## config.mk

```make
export PLATFORM = sky130hd
export DESIGN_NAME = spectrum_peak_detector
export DESIGN_NICKNAME = d
export VERILOG_FILES = /design/src/rtl/vib_pkg.sv /design/src/rtl/fft_mag_sq.sv /design/src/rtl/spectrum_peak_detector.sv
export SDC_FILE = /design/constraint.sdc
export NUM_CORES = 1
export LEC_CHECK = 0
export BUFFER_PORTS_ARGS = -buffer_cell sky130_fd_sc_hd__buf_2
export CELL_PAD_IN_SITES_DETAIL_PLACEMENT = 1
export CELL_PAD_IN_SITES_GLOBAL_PLACEMENT = 2
export CORE_MARGIN = 2
export CORE_UTILIZATION = 35
export CTS_CLUSTER_SIZE = 10
export DETAILED_ROUTE_END_ITERATION = 10
export GPL_TIMING_DRIVEN = 0
export PLACE_DENSITY = 0.73
export RECOVER_POWER = 100
export REMOVE_ABC_BUFFERS = 1
export SLEW_MARGIN = 10
export SYNTH_ARGS = -nofsm -noshare
export SYNTH_HDL_FRONTEND = slang
export SYNTH_SLANG_ARGS = --single-unit
```

## constraint.sdc

```tcl
create_clock -name sys_clock -period 4.8 [get_ports sys_clock]
set_clock_uncertainty 0.15 [all_clocks]
set_input_delay 0.24 -clock sys_clock [delete_from_list [all_inputs] [get_ports sys_clock]]
set_output_delay 0.24 -clock sys_clock [all_outputs]
set_load 0.01 [all_outputs]
```

## src/rtl/vib_pkg.sv

```systemverilog
// Shared constants for the FFT peak-report path: default sizes, FSM encoding
// and the field positions of the packed complex bin word.
package vib_pkg;
  localparam int LGFFT_DEF = 8;
  localparam int IW_DEF    = 11;

  // A bin word holds the real part in field 1 and the imaginary part in field 0.
  localparam int RE_FIELD = 1;
  localparam int IM_FIELD = 0;

  typedef enum logic [1:0] {
    ST_IDLE  = 2'd0,
    ST_ACCUM = 2'd1,
    ST_DONE  = 2'd2
  } fsm_state_t;
endpackage

```

## src/rtl/fft_mag_sq.sv

```systemverilog
// Two-stage pipelined exact |re|^2 + |im|^2 of a signed complex bin, carrying
// a valid strobe and an opaque tag alongside the data.
module fft_mag_sq
  import vib_pkg::*;
#(
  parameter int IW = IW_DEF,
  parameter int TW = 1
) (
  input  logic            clk,
  input  logic            reset,
  input  logic            ce,
  input  logic [TW-1:0]   tag,
  input  logic [2*IW-1:0] data,
  output logic            mag_valid,
  output logic [TW-1:0]   mag_tag,
  output logic [2*IW-1:0] mag
);

  // Squares are computed at 2*IW-1 bits: (-2^(IW-1))^2 = 2^(2*IW-2) still fits unsigned.
  logic signed [2*IW-2:0] re_x_s, im_x_s, re_sq_s, im_sq_s;
  logic        [2*IW-2:0] re_sq_r, im_sq_r;
  logic        [TW-1:0]   tag1_r;
  logic                   valid1_r;

  // Sign-extend both components and square them.
  always_comb begin
    re_x_s  = {{(IW-1){data[RE_FIELD*IW+IW-1]}}, data[RE_FIELD*IW +: IW]};
    im_x_s  = {{(IW-1){data[IM_FIELD*IW+IW-1]}}, data[IM_FIELD*IW +: IW]};
    re_sq_s = re_x_s * re_x_s;
    im_sq_s = im_x_s * im_x_s;
  end

  // Stage 1: register the two squares with their tag.
  always_ff @(posedge clk or posedge reset) begin
    if (reset) begin
      valid1_r <= 1'b0;
      tag1_r   <= {TW{1'b0}};
      re_sq_r  <= {(2*IW-1){1'b0}};
      im_sq_r  <= {(2*IW-1){1'b0}};
    end else begin
      valid1_r <= ce;
      if (ce) begin
        tag1_r  <= tag;
        re_sq_r <= re_sq_s;
        im_sq_r <= im_sq_s;
      end
    end
  end

  // Stage 2: one extra bit makes the sum overflow-free.
  always_ff @(posedge clk or posedge reset) begin
    if (reset) begin
      mag_valid <= 1'b0;
      mag_tag   <= {TW{1'b0}};
      mag       <= {(2*IW){1'b0}};
    end else begin
      mag_valid <= valid1_r;
      if (valid1_r) begin
        mag_tag <= tag1_r;
        mag     <= {1'b0, re_sq_r} + {1'b0, im_sq_r};
      end
    end
  end

endmodule

```

## src/rtl/spectrum_peak_detector.sv

```systemverilog
// Frames the FFT output stream, squares each bin and reports the strongest bin
// in the search range once per complete frame; bad frame lengths are flagged.
module spectrum_peak_detector
  import vib_pkg::*;
#(
  parameter int LGFFT         = LGFFT_DEF,
  parameter int IW            = IW_DEF,
  parameter int SKIP_DC       = 1,
  parameter int HALF_SPECTRUM = 1
) (
  input  logic             sys_clock,
  input  logic             reset,
  input  logic             i_ce,
  input  logic             i_sync,
  input  logic [2*IW-1:0]  i_data,
  output logic             o_peak_valid,
  output logic [LGFFT-1:0] o_peak_bin,
  output logic [2*IW-1:0]  o_peak_mag,
  output logic             o_frame_err
);

  localparam int TW = LGFFT + 3;
  localparam logic [LGFFT-1:0] ZERO_IDX = {LGFFT{1'b0}};
  localparam logic [LGFFT-1:0] ONE_IDX  = {{(LGFFT-1){1'b0}}, 1'b1};
  localparam logic [LGFFT-1:0] LAST_IDX = {LGFFT{1'b1}};
  localparam logic [LGFFT-1:0] LO_IDX   = (SKIP_DC != 0) ? ONE_IDX : ZERO_IDX;

  fsm_state_t       state_r, state_nx_s;
  logic [LGFFT-1:0] cnt_r, idx_s;
  logic             accept_s, err_s;
  logic             lo_ok_s, hi_ok_s, in_range_s, first_s, last_s;
  logic [TW-1:0]    tag_s;

  logic             m_valid;
  logic [TW-1:0]    m_tag;
  logic [2*IW-1:0]  m_mag;
  logic [LGFFT-1:0] m_idx;
  logic             m_in_range, m_first, m_last, take_s;

  logic [LGFFT-1:0] best_bin_r;
  logic [2*IW-1:0]  best_mag_r;

  // Frame tracking: decide whether this strobe is accepted and which bin it is.
  always_comb begin
    state_nx_s = state_r;
    idx_s      = cnt_r + ONE_IDX;
    accept_s   = 1'b0;
    err_s      = 1'b0;
    case (state_r)
      ST_IDLE: begin
        if (i_ce && i_sync) begin
          accept_s   = 1'b1;
          idx_s      = ZERO_IDX;
          state_nx_s = ST_ACCUM;
        end else begin
          state_nx_s = ST_IDLE;
        end
      end
      ST_ACCUM: begin
        if (i_ce && i_sync) begin
          accept_s   = 1'b1;
          idx_s      = ZERO_IDX;
          err_s      = (cnt_r != LAST_IDX);
          state_nx_s = ST_ACCUM;
        end else if (i_ce) begin
          accept_s   = 1'b1;
          state_nx_s = (idx_s == LAST_IDX) ? ST_DONE : ST_ACCUM;
        end else begin
          state_nx_s = ST_ACCUM;
        end
      end
      ST_DONE: begin
        if (i_ce && i_sync) begin
          accept_s   = 1'b1;
          idx_s      = ZERO_IDX;
          state_nx_s = ST_ACCUM;
        end else if (i_ce) begin
          err_s      = 1'b1;
          state_nx_s = ST_IDLE;
        end else begin
          state_nx_s = ST_DONE;
        end
      end
      default: begin
        state_nx_s = ST_IDLE;
      end
    endcase
  end

  // FSM state, bin counter and the registered frame-error pulse.
  always_ff @(posedge sys_clock or posedge reset) begin
    if (reset) begin
      state_r     <= ST_IDLE;
      cnt_r       <= ZERO_IDX;
      o_frame_err <= 1'b0;
    end else begin
      state_r     <= state_nx_s;
      o_frame_err <= err_s;
      if (accept_s) begin
        cnt_r <= idx_s;
      end
    end
  end

  // Range flags travel with the sample so the compare stage needs no counter.
  always_comb begin
    lo_ok_s    = (SKIP_DC != 0) ? (idx_s != ZERO_IDX) : 1'b1;
    hi_ok_s    = (HALF_SPECTRUM != 0) ? ~idx_s[LGFFT-1] : 1'b1;
    in_range_s = lo_ok_s & hi_ok_s;
    first_s    = (idx_s == LO_IDX);
    last_s     = (idx_s == LAST_IDX);
    tag_s      = {idx_s, in_range_s, first_s, last_s};
  end

  fft_mag_sq #(
    .IW(IW),
    .TW(TW)
  ) u_mag_sq (
    .clk      (sys_clock),
    .reset    (reset),
    .ce       (accept_s),
    .tag      (tag_s),
    .data     (i_data),
    .mag_valid(m_valid),
    .mag_tag  (m_tag),
    .mag      (m_mag)
  );

  // First in-range bin force-loads, so a stale best from an aborted frame is discarded.
  always_comb begin
    m_idx      = m_tag[TW-1:3];
    m_in_range = m_tag[2];
    m_first    = m_tag[1];
    m_last     = m_tag[0];
    take_s     = m_valid & m_in_range & (m_first | (m_mag > best_mag_r));
  end

  // Stage 3: running best plus a separate result register for the report.
  always_ff @(posedge sys_clock or posedge reset) begin
    if (reset) begin
      best_bin_r   <= ZERO_IDX;
      best_mag_r   <= {(2*IW){1'b0}};
      o_peak_valid <= 1'b0;
      o_peak_bin   <= ZERO_IDX;
      o_peak_mag   <= {(2*IW){1'b0}};
    end else begin
      o_peak_valid <= m_valid & m_last;
      if (take_s) begin
        best_bin_r <= m_idx;
        best_mag_r <= m_mag;
      end
      if (m_valid && m_last) begin
        o_peak_bin <= take_s ? m_idx : best_bin_r;
        o_peak_mag <= take_s ? m_mag : best_mag_r;
      end
    end
  end

endmodule

```

==> results.tsv <==
stage	metric	value	unit
status	result of the run	finished, violations left	
status	failing checks	max-capacitance violations, max-slew violations	
global_routing	grt total ovfl	0	
layout	antenna diode instance count	0	
global_routing	all-layer global routing usage	15.7	%
drt	routed via count	10200	
clocking	clock transition at the register clock pins on the worst setup and hold paths after CTS	0.07	ns
drt	mean routed wirelength per cell	15.4	µm
yosys	synthesized area	15200	µm²
pwr	total power consumption of the routed design	11.8	mW
worst_hold_path	worst hold path class	in2reg	
setup_path	type of element capturing the critical path	flip-flop	
placed_design	pre-CTS setup slack	-0.988	ns
global_routing	number of global-route vias before repair	11300	
global_routing	initial antenna violation count	0	
yosys	Avg Inst Size Synth	10.1	µm²
job	max-capacitance violation count	2	
pwr	share of total power in the clock network	12.4	%
die	starting utilization of the core area	35.3	%
sta	number of pins exceeding their max-slew limit in the final report	85	
layout	area delta synth->final	13.7	%
setup_path	Max FO, Critical Path	9	
worst_hold_path	worst hold start	i_sync	
setup_path	setup slack of the worst register-to-register path	0.74	ns
drt	post-detailed-route DRC marker count	0	
pwr	proportion of power drawn by combinational gates	70.2	%
layout	Finished Core Util	40.2	%
drt	Post-DRT Antenna Nets	0	
die	vertical die dimension	212	µm
setup_path	signal arrival time at the worst endpoint	4.82	ns
die	num ports	58	
drt	detail-routed via count per cell	4.73	
yosys	share of synthesized flip-flops with an asynchronous set or reset	100	%
sta	share of the cycle needed by the critical path after routing	97.0	%
clocking	Bufs on Longest Clock Path	2	
clocking	clock buffers created by TritonCTS	17	
setup_path	worst r2r path cells	10	
layout	layout cells sized above 1	12.3	%
clocking	CTS root buf	clkbuf_16	
sta	setup violators final	0	
clocking	H-Tree Depth	4	
setup_path	category of the critical setup timing path	in2reg	
drt	total detailed-routing wirelength	33.0	mm
sta	Min Hold Slack	0.0792	ns
sta	count of endpoints failing hold in the final timing report	0	
worst_hold_path	hold path depth	3	
setup_path	critical path launch point type	primary input	
sta	setup repair after global routing missed its margin	yes	
global_routing	largest net degree at the start of global routing	108	
setup_path	required arrival time at the worst endpoint	4.97	ns
pwr	switching part of the total	45.4	%
yosys	register bit total from synthesis	150	
yosys	unique cell type count in the Yosys netlist	54	
die	width of the die	212	µm
drt	drt first pass iters	4	
die	placeable core area	43000	µm²
placed_design	DPL Wire Length	26.7	mm
sta	normalized max-slew margin	-36.0	%
global_routing	first-pass GRT wire length	56.2	mm
yosys	share of the yosys chip area belonging to registers	24.7	%
worst_hold_path	Hold EP	o_frame_err	
yosys	Most used DFF post-synth	dfrtp_1	
clocking	CTS tree	yes	
layout	count of nets after finishing	1912	
setup_path	FF-to-FF Start	u_mag_sq.mag[13]	
die	# rows	76	
yosys	number of flops mapped to enable cells by yosys	0	
sta	Max Fclk	215	MHz
sta	post-route worst setup slack	0.143	ns
pwr	Max IR drop VDD	0.000357	V
pwr	power density normalized to cell area	681	nW/µm²
pwr	static leakage power	8.49	nW
placed_design	RePlAce Congestion	0.754	
clocking	later-pin clock latency in the skew report	0.44	ns
drt	DRT iter0 DRCs	398	
pwr	relative contribution of sequential cells to total power	17.4	%
sta	actual slew at the worst max-slew pin	2.04	ns
die	die footprint	45100	µm²
clocking	CTS Sinks	150	
setup_path	Crit Reg-Reg Endpoint	o_peak_mag[15]	
pwr	cell-internal power	6.43	mW
pwr	switching component of the power	5.34	mW
yosys	count of synthesis-stage warnings from yosys	0	
placed_design	number of I/O port buffers	57	
yosys	Synth Instances	1508	
sta	time the final worst path needs with I/O delays and setup	4.66	ns
final cells by class:
cell class,instances,area (µm²)
Multi-Input combinational cell,1012,10400
Sequential cell,150,3750
Clock buffer,18,429
Clock inverter,12,203
Timing Repair Buffer,80,648
Inverter,294,1120
Tap cell,585,732
Fill cell,4838,25700
sequential cells by signal (all words and copies together) (netlist names), 2 cells and up:
name	count
u_mag_sq.mag_tag	11
state_r	2
best_bin_r	8
u_mag_sq.im_sq_r	20
o_peak_mag	22
u_mag_sq.mag	22
u_mag_sq.tag1_r	11
best_mag_r	22
o_peak_bin	8
u_mag_sq.re_sq_r	20
cells in the mapped netlist, types with 9 or more instances:
library cell	count	area (µm²)
nor2_1	41	154
clkbuf_1	43	161
nor2b_1	22	138
xnor2_1	47	412
inv_1	294	1100
nand4_1	9	56.3
a31oi_1	9	56.3
nand3_1	9	45.0
mux2_1	30	338
fa_1	199	3980
xor2_1	24	210
mux2_2	26	293
nand2b_1	14	87.6
nand2_1	146	548
and2_1	56	350
dfrtp_1	150	3750
a21o_1	9	67.6
ha_1	132	1650
a21oi_1	47	235
mux2_4	30	450
o21ai_0	77	385
power groups by stage:
stage	registers (mW)	clock network [mW]	logic (mW)
after detailed placement	2.08	0	7.61
after global routing	2.11	1.55	9.46
after floorplan	1.95	0	5.78
after CTS	2.06	1.49	7.99
final	2.04	1.46	8.27
after global placement	2.09	0	7.34
layer usage:
| layer | global-route usage (%) | up-vias | wire, µm |
|---|---|---|---|
| met5 | 0 | - | 0 |
| li1 | - | 4855 | - |
| met4 | 3.47 | 0 | 324 |
| met2 | 27.9 | 55 | 16900 |
| met3 | 1.73 | 23 | 478 |
| met1 | 20.5 | 5238 | 15400 |
worst max-delay path by stage:
stage               start                    to  slack, ns  depth (start not counted)
2_1_floorplan  state_r[0]  u_mag_sq.im_sq_r[12]      -0.24                          7
3_5_place_dp    i_data[4]  u_mag_sq.im_sq_r[20]      -0.99                         17
3_3_place_gp   state_r[0]  u_mag_sq.re_sq_r[12]      -3.03                          7
5_1_grt         i_data[5]  u_mag_sq.im_sq_r[20]      -0.02                         18
4_1_cts         i_data[5]  u_mag_sq.im_sq_r[20]      -0.02                         17
6_report        i_data[5]  u_mag_sq.im_sq_r[20]       0.14                         18
what timing repair did:
action,in CTS,in global routing
buffers inserted,6,7
gates resized for setup,55,64
hold buffers,3,0
pin swaps,11,33
endpoints found under the setup margin,10,11
hold endpoints to repair,46,0
kinds of logic after synthesis:
group                    count (synthesis)  synth area share (%)
AO/OA/AOI/OAI                          192                  7.56
XOR/XNOR                                71                  4.10
adder cells (fa/ha/maj)                331                  37.1
buffers and inverters                  346                  8.70
flip-flops                             150                  24.7
multiplexers                            89                  7.32
AND/OR/NAND/NOR                        329                  10.5
critical path: stages:
cell        delay, ns
buf_8            0.12
clkinvlp_4       0.15
buf_4            0.17
buf_4            0.12
nand2_1          0.08
fa_1             0.41
inv_1            0.08
fa_1             0.43
fa_1             0.47
fa_1             0.52
fa_1             0.41
ha_1             0.37
nand2_1          0.13
or3_1            0.40
o21ai_2          0.25
o21ai_1          0.12
xnor2_1          0.24
o21ai_0          0.11
layout by cell type, fill, tap and decap left out, types with 24 or more instances in the layout:
cell,count
a21oi_1,44
and2_1,52
clkbuf_1,34
dfrtp_1,149
fa_1,196
ha_1,122
inv_1,283
mux2_1,34
mux2_2,26
mux2_4,26
nand2_1,135
nor2_1,34
o21ai_0,70
xnor2_1,46
xor2_1,24
stage by stage:
step / TNS (ns) / area, µm² / std cells
after CTS: -0.0246 / 17100 / 2144
after floorplan: -1.78 / 15000 / 1456
after global routing: -0.0527 / 17300 / 2151
final: 0 / 17300 / 2151
after detailed placement: -10.01 / 16200 / 2105
after global placement: -302.10 / 16000 / 2098
Note: power is estimated with default switching activity, not from simulation.
